[config.mk]
export PLATFORM = sky130hd
export DESIGN_NAME = ps2_host_tx_flat
export DESIGN_NICKNAME = d
export VERILOG_FILES = /design/src/rtl/ps2_pkg.sv /design/src/rtl/ps2_host_tx_if.sv /design/src/rtl/ps2_line_filter.sv /design/src/rtl/ps2_host_tx.sv /design/src/flat_wrapper.sv
export SDC_FILE = /design/constraint.sdc
export NUM_CORES = 1
export LEC_CHECK = 0
export CORE_MARGIN = 5
export CORE_UTILIZATION = 40
export DETAILED_ROUTE_END_ITERATION = 12
export DONT_BUFFER_PORTS = 1
export GPL_TIMING_DRIVEN = 0
export HOLD_SLACK_MARGIN = 0.1
export PLACE_DENSITY = 0.54
export SETUP_SLACK_MARGIN = 0.3
export SYNTH_ARGS = -nofsm -noshare
export SYNTH_HDL_FRONTEND = slang
export SYNTH_HIERARCHICAL = 1
export SYNTH_SLANG_ARGS = --single-unit
[constraint.sdc]
create_clock -name MCLK -period 3.51 [get_ports MCLK]
set_input_delay 0 -clock MCLK [delete_from_list [all_inputs] [get_ports MCLK]]
set_output_delay 0 -clock MCLK [all_outputs]
set_load 0.05 [all_outputs]
[src/rtl/ps2_pkg.sv]
// Shared PS/2 definitions: FSM states, frame geometry and the parity helper.
package ps2_pkg;

  typedef enum logic [2:0] {
    IDLE,
    INHIBIT,
    START,
    SEND,
    ACK,
    WAIT_IDLE
  } state_e;

  localparam int unsigned FRAME_LEN = 11;
  localparam int unsigned BIT_IDX_W = 4;

  // Odd parity: the returned bit makes the total count of ones odd.
  function automatic logic odd_parity(input logic [7:0] d);
    return ~^d;
  endfunction

endpackage

[src/rtl/ps2_host_tx_if.sv]
// Command/status and pin-level bundle of the PS/2 host transmitter.
interface ps2_host_tx_if;
  logic [7:0] TX_DATA;
  logic       TX_START;
  logic       PS2_CLK_IN;
  logic       PS2_DATA_IN;
  logic       PS2_CLK_OE;
  logic       PS2_DATA_OE;
  logic       BUSY;
  logic       DONE;
  logic       ERROR;

  modport master (
    output TX_DATA, TX_START, PS2_CLK_IN, PS2_DATA_IN,
    input  PS2_CLK_OE, PS2_DATA_OE, BUSY, DONE, ERROR
  );

  modport slave (
    input  TX_DATA, TX_START, PS2_CLK_IN, PS2_DATA_IN,
    output PS2_CLK_OE, PS2_DATA_OE, BUSY, DONE, ERROR
  );
endinterface

[src/rtl/ps2_line_filter.sv]
// Two-flop synchronizer plus a run-length filter; pulses fall_o on an accepted 1->0 change.
module ps2_line_filter #(
  parameter int unsigned FILTER_LEN = 8
) (
  input  logic clk,
  input  logic rst_n,
  input  logic raw_i,
  output logic level_o,
  output logic fall_o
);

  localparam int unsigned CNT_W = (FILTER_LEN > 1) ? $clog2(FILTER_LEN) : 1;

  logic [1:0]       sync_q, sync_d;
  logic [CNT_W-1:0] cnt_q, cnt_d;
  logic             level_q, level_d;
  logic             fall_q, fall_d;

  // A new level is taken only after FILTER_LEN consecutive differing samples.
  always_comb begin
    sync_d  = {sync_q[0], raw_i};
    cnt_d   = '0;
    level_d = level_q;
    fall_d  = 1'b0;
    if (sync_q[1] != level_q) begin
      if (cnt_q == CNT_W'(FILTER_LEN - 1)) begin
        level_d = sync_q[1];
        fall_d  = level_q;
      end else begin
        cnt_d = cnt_q + CNT_W'(1);
      end
    end
  end

  always_ff @(posedge clk or negedge rst_n) begin
    if (!rst_n) begin
      sync_q  <= 2'b11;
      cnt_q   <= '0;
      level_q <= 1'b1;
      fall_q  <= 1'b0;
    end else begin
      sync_q  <= sync_d;
      cnt_q   <= cnt_d;
      level_q <= level_d;
      fall_q  <= fall_d;
    end
  end

  assign level_o = level_q;
  assign fall_o  = fall_q;

endmodule

[src/rtl/ps2_host_tx.sv]
// PS/2 host-to-device byte transmitter: request-to-send, 11-bit frame, ACK check.
module ps2_host_tx
  import ps2_pkg::*;
#(
  parameter int unsigned INHIBIT_CYCLES    = 2600,
  parameter int unsigned START_HOLD_CYCLES = 16,
  parameter int unsigned TIMEOUT_CYCLES    = 500000,
  parameter int unsigned FILTER_LEN        = 8
) (
  input logic         MCLK,
  input logic         RESET_N,
  ps2_host_tx_if.slave io
);

  localparam int unsigned PH_MAX = (INHIBIT_CYCLES > START_HOLD_CYCLES) ?
                                   INHIBIT_CYCLES : START_HOLD_CYCLES;
  localparam int unsigned PH_W   = $clog2(PH_MAX + 1);
  localparam int unsigned TMO_W  = $clog2(TIMEOUT_CYCLES + 1);

  state_e               state_q, state_d;
  logic [PH_W-1:0]      ph_cnt_q, ph_cnt_d;
  logic [TMO_W-1:0]     tmo_q, tmo_d;
  logic [BIT_IDX_W-1:0] bit_idx_q, bit_idx_d;
  logic [7:0]           data_q, data_d;
  logic                 par_q, par_d;
  logic [1:0]           dsync_q, dsync_d;
  logic                 clk_oe_q, clk_oe_d;
  logic                 data_oe_q, data_oe_d;
  logic                 busy_q, busy_d;
  logic                 done_q, done_d;
  logic                 error_q, error_d;

  logic                 clk_level, clk_fall;
  logic                 data_sync;
  logic                 timeout;
  logic [FRAME_LEN-1:0] frame;

  ps2_line_filter #(.FILTER_LEN(FILTER_LEN)) u_clk_filter (
    .clk    (MCLK),
    .rst_n  (RESET_N),
    .raw_i  (io.PS2_CLK_IN),
    .level_o(clk_level),
    .fall_o (clk_fall)
  );

  assign data_sync = dsync_q[1];
  assign frame     = {1'b1, par_q, data_q, 1'b0};
  assign timeout   = (state_q inside {SEND, ACK, WAIT_IDLE}) &&
                     (tmo_q == TMO_W'(TIMEOUT_CYCLES - 1));

  always_ff @(posedge MCLK or negedge RESET_N) begin
    if (!RESET_N) begin
      state_q   <= IDLE;
      ph_cnt_q  <= '0;
      tmo_q     <= '0;
      bit_idx_q <= '0;
      data_q    <= '0;
      par_q     <= 1'b0;
      dsync_q   <= 2'b11;
      clk_oe_q  <= 1'b0;
      data_oe_q <= 1'b0;
      busy_q    <= 1'b0;
      done_q    <= 1'b0;
      error_q   <= 1'b0;
    end else begin
      state_q   <= state_d;
      ph_cnt_q  <= ph_cnt_d;
      tmo_q     <= tmo_d;
      bit_idx_q <= bit_idx_d;
      data_q    <= data_d;
      par_q     <= par_d;
      dsync_q   <= dsync_d;
      clk_oe_q  <= clk_oe_d;
      data_oe_q <= data_oe_d;
      busy_q    <= busy_d;
      done_q    <= done_d;
      error_q   <= error_d;
    end
  end

  // Next state; bit_idx counts device falling edges seen in SEND.
  always_comb begin
    state_d   = state_q;
    ph_cnt_d  = ph_cnt_q;
    tmo_d     = tmo_q;
    bit_idx_d = bit_idx_q;
    data_d    = data_q;
    par_d     = par_q;
    dsync_d   = {dsync_q[0], io.PS2_DATA_IN};
    unique case (state_q)
      IDLE: begin
        ph_cnt_d = '0;
        // The cycle showing DONE/ERROR still counts as busy for new requests.
        if (io.TX_START && !done_q && !error_q) begin
          data_d  = io.TX_DATA;
          par_d   = odd_parity(io.TX_DATA);
          state_d = INHIBIT;
        end
      end
      INHIBIT: begin
        if (ph_cnt_q == PH_W'(INHIBIT_CYCLES - 1)) begin
          ph_cnt_d = '0;
          state_d  = START;
        end else begin
          ph_cnt_d = ph_cnt_q + PH_W'(1);
        end
      end
      START: begin
        if (ph_cnt_q == PH_W'(START_HOLD_CYCLES - 1)) begin
          ph_cnt_d  = '0;
          bit_idx_d = '0;
          tmo_d     = '0;
          state_d   = SEND;
        end else begin
          ph_cnt_d = ph_cnt_q + PH_W'(1);
        end
      end
      SEND: begin
        tmo_d = tmo_q + TMO_W'(1);
        if (clk_fall) begin
          bit_idx_d = bit_idx_q + BIT_IDX_W'(1);
          if (bit_idx_q == BIT_IDX_W'(FRAME_LEN - 2)) state_d = ACK;
        end
      end
      ACK: begin
        tmo_d = tmo_q + TMO_W'(1);
        if (clk_fall) state_d = data_sync ? IDLE : WAIT_IDLE;
      end
      WAIT_IDLE: begin
        tmo_d = tmo_q + TMO_W'(1);
        if (clk_level && data_sync) state_d = IDLE;
      end
      default: state_d = IDLE;
    endcase
    if (timeout) state_d = IDLE;
  end

  // Outputs are registered from the next state so they line up with it.
  always_comb begin
    clk_oe_d  = 1'b0;
    data_oe_d = 1'b0;
    busy_d    = (state_d != IDLE);
    error_d   = timeout || ((state_q == ACK) && clk_fall && data_sync);
    done_d    = !timeout && (state_q == WAIT_IDLE) && clk_level && data_sync;
    unique case (state_d)
      INHIBIT: clk_oe_d = 1'b1;
      START: begin
        clk_oe_d  = 1'b1;
        data_oe_d = 1'b1;
      end
      SEND:    data_oe_d = ~frame[bit_idx_d];
      default: ;
    endcase
  end

  assign io.PS2_CLK_OE  = clk_oe_q;
  assign io.PS2_DATA_OE = data_oe_q;
  assign io.BUSY        = busy_q;
  assign io.DONE        = done_q;
  assign io.ERROR       = error_q;

endmodule

[src/flat_wrapper.sv]
// flat-port wrapper written by rule: the top's interface ports become plain ports
module ps2_host_tx_flat import ps2_pkg::*;
#(
  parameter int unsigned INHIBIT_CYCLES    = 2600,
  parameter int unsigned START_HOLD_CYCLES = 16,
  parameter int unsigned TIMEOUT_CYCLES    = 500000,
  parameter int unsigned FILTER_LEN        = 8
)
  (MCLK, RESET_N, io_TX_DATA, io_TX_START, io_PS2_CLK_IN, io_PS2_DATA_IN, io_PS2_CLK_OE, io_PS2_DATA_OE, io_BUSY, io_DONE, io_ERROR);
  ps2_host_tx_if io_i ();
  input logic MCLK;
  input logic RESET_N;
  input wire logic [$bits(io_i.TX_DATA)-1:0] io_TX_DATA;
  input wire logic [$bits(io_i.TX_START)-1:0] io_TX_START;
  input wire logic [$bits(io_i.PS2_CLK_IN)-1:0] io_PS2_CLK_IN;
  input wire logic [$bits(io_i.PS2_DATA_IN)-1:0] io_PS2_DATA_IN;
  output wire logic [$bits(io_i.PS2_CLK_OE)-1:0] io_PS2_CLK_OE;
  output wire logic [$bits(io_i.PS2_DATA_OE)-1:0] io_PS2_DATA_OE;
  output wire logic [$bits(io_i.BUSY)-1:0] io_BUSY;
  output wire logic [$bits(io_i.DONE)-1:0] io_DONE;
  output wire logic [$bits(io_i.ERROR)-1:0] io_ERROR;
  assign io_i.TX_DATA = io_TX_DATA;
  assign io_i.TX_START = io_TX_START;
  assign io_i.PS2_CLK_IN = io_PS2_CLK_IN;
  assign io_i.PS2_DATA_IN = io_PS2_DATA_IN;
  assign io_PS2_CLK_OE = io_i.PS2_CLK_OE;
  assign io_PS2_DATA_OE = io_i.PS2_DATA_OE;
  assign io_BUSY = io_i.BUSY;
  assign io_DONE = io_i.DONE;
  assign io_ERROR = io_i.ERROR;
  ps2_host_tx #(.INHIBIT_CYCLES(INHIBIT_CYCLES), .START_HOLD_CYCLES(START_HOLD_CYCLES), .TIMEOUT_CYCLES(TIMEOUT_CYCLES), .FILTER_LEN(FILTER_LEN)) u_core (.MCLK(MCLK), .RESET_N(RESET_N), .io(io_i));
endmodule
==> qor.yml <==
crit_path_max_incr_delay_ns: 0.74
grt_overflow: 0
drc: 0
drv_slew: 0
stdcell_count: 443
tns_ns: 0
synthSimpleGateAreaFrac: 0.210
insertedDiodeCount: 0
dr.first_iter.drc_count: 74
relSlewSlack: 0.478
avgSynthCellArea_um2: 10.1
gr-usage-all-layers: 0.146
io_buffers: 0
avgRoutedWirePerCell_um: 14.8
rsz0062_at_grt: "no"
worst_pin_slew_ns: 0.775
wirelength_um: 6570
synthMuxAreaShare: 0.0351
path_class: "reg2reg"
ir_drop_v: 0.000253
p_comb_frac: 0.057
ys_seq_area_frac: 0.483
powerDensity_nw_per_um2: 375
cp_common_cell: "clkbuf_1"
clkSlewWorstSetupHoldPaths_ns: 0.07
grt_max_degree: 62
seqCellArea_um2: 1530
dieArea_um2: 9810
synthAdderAreaFrac: 0.0276
ios: 18
first_global_vias: 2322
p_seq_frac: 0.552
drtPass1Iterations: 4
r2r_cells: 7
setup-violations-final: 0
ys_ff_latch: 61
critPathLaunchType: "register"
status: "finished, final reports clean"
ant_nets: 0
htree_levels: 3
final_hold_viol_count: 0
drive_above_1_share: 0.114
initial_core_util: 0.410
worstHoldStart: "io_TX_DATA[6]"
critPathLaunch: "u_core/ph_cnt_q[0]"
cpMaxStageDelayCell: "nor4_1"
power_switching_uw: 328
cts-buffers-inserted: 9
hpwl_um: 4620
ys_warn_count: 6
period_minus_slack_ns: 2.80
grt_pass1_wl_um: 11500
p_leak_uw: 0.00155
power_frac_clock: 0.391
synth_compound_area_frac: 0.151
fp-row-count: 32
gp_congestion: 0.799
endpoint: "u_core/tmo_q[6]"
p_int_uw: 1020
post-route-period-util: 0.797
regToRegSetupSlack_ns: 0.71
nets: 356
maxCapViolations: 0
synth_enable_flop_cells: 0
crit_chain: "ha_1 > nand3_1 > nor4_1 > and3_1 > clkbuf_1 > clkbuf_1 > nor2_1"
synth_ff_type: "dfrtp_1"
post-place-cells: 415
cts_tree: "built"
fmax_ghz: 0.358
antenna_found_initial: 0
syn_nets: 333
hold_slack_ns: 0.107
synthArstFlopShare: 1.00
synth.distinct_cells: 58
synth_top_family_by_area: "simple AND/OR/NAND/NOR gates"
most-common-layout-cells: "dfrtp_1 (56), nor2_1 (25), nand2_1 (23)"
end_kind: "register"
fin_worst_skew_ns: 0.00700
clkLatencyLatePin_ns: 0.34
hold_class: "in2reg"
power.total_uw: 1350
reg2reg_to: "u_core/tmo_q[6]"
viasPerCell: 5.31
die_h_um: 99.0
ctsRootBufferMaster: "clkbuf_8"
syn-cell-area_um2: 3170
dr_total_vias: 2354
critPathArrivalTime_ns: 3.00
crit_fanout: 10
core_um2: 7730
multi_input_area_um2: 1550
clock_sinks: 61
syn_inst: 313
yosys.area_share.xor_xnor: 0.0663
worstPathRequired_ns: 3.72
area_growth_pct: 13.7
fp.dieW_um: 99.0
timing.rr.start: "u_core/ph_cnt_q[0]"
power_switching_share: 0.243
cts_setup_buffers: 0
mostFrequentLayoutCell: "dfrtp_1"
postCtsHoldBufs: 12
nFillCells: 728
clk_path_buf_depth: 2
cts_resized: 0
==> through the flow <==
step	instance area, um2	worst slack (ns)	utilization
2_1_floorplan	3170	1.09	-
3_3_place_gp	3300	0.660	0.427
3_5_place_dp	3300	0.703	0.427
4_1_cts	3600	0.693	0.466
5_1_grt	3600	0.442	0.466
6_report	3600	0.713	0.466
==> kinds of logic after synthesis <==
group | count (synthesis)
AND/OR/NAND/NOR | 121
AO/OA/AOI/OAI | 69
adder cells (fa/ha/maj) | 7
flip-flops | 61
multiplexers | 10
buffers and inverters | 21
XOR/XNOR | 24
==> power by group through the flow <==
stage | clock network [uW] | logic [uW] | registers [uW]
floorplan | 0 | 42.8 | 752
global placement | 0 | 48.0 | 758
detailed placement | 0 | 50.2 | 759
CTS | 549 | 78.9 | 746
global route | 588 | 86.9 | 747
finish | 528 | 77.0 | 745
==> critical path, delay by kind of cell (launching register included) <==
family | cells | cell delay (ns)
AND/OR/NAND/NOR | 4 | 1.32
buffers and inverters | 2 | 0.70
flip-flops | 1 | 0.43
adder cells (fa/ha/maj) | 1 | 0.22
==> Yosys cell counts, drive strengths merged, types with 3 or more instances <==
cell,count,area share
nor2,25,0.030
and3,7,0.014
xnor2,12,0.033
nor2b,3,0.0059
nand4,8,0.016
a21boi,3,0.0071
nand4b,4,0.011
ha,7,0.028
xor2,12,0.033
a21o,3,0.0071
or3,7,0.014
and2,4,0.0079
dfrtp,56,0.44
a21oi,11,0.017
a22o,6,0.017
dfstp,5,0.041
clkbuf,8,0.0095
nand3,14,0.022
o21ai,22,0.035
nor3,8,0.013
nor4b,3,0.0083
o211ai,3,0.0071
mux2,9,0.032
a31oi,4,0.0079
inv,11,0.013
nand2,23,0.027
==> layout make-up <==
class                   instances  share of cell area
well taps                     102              0.0354
inverters                      11              0.0115
clock buffers                  10              0.0354
plain buffers                  10              0.0125
clock inverters                 6              0.0111
multi-input cells             231               0.431
repair buffers                 12              0.0382
flip-flops and latches         61               0.425
==> registers in the layout, indices dropped and copies added (netlist names), 2 cells and up <==
register,cells
u_core/bit_idx_q,4
u_core/data_q,8
u_core/dsync_q,2
u_core/ph_cnt_q,12
u_core/state_q,3
u_core/tmo_q,19
u_core/u_clk_filter/cnt_q,3
u_core/u_clk_filter/sync_q,2
==> per-layer routing <==
layer	track usage	wire, um	vias to the layer above
li1	-	-	1189
met2	0.223	3080	30
met5	0	0	-
met4	0.0420	54	0
met3	0.0453	191	6
met1	0.201	3250	1129
==> worst min-delay path by stage <==
stage	endpoint	slack, ns	cells after the start
after floorplan	u_core/bit_idx_q[0]	-0.30	0
after global placement	u_core/u_clk_filter/cnt_q[2]	-0.29	0
after detailed placement	u_core/u_clk_filter/cnt_q[2]	-0.29	0
after CTS	u_core/par_q	0.10	4
after global routing	u_core/par_q	0.13	4
final	u_core/par_q	0.11	4
Note: power is estimated with default switching activity, not from simulation.
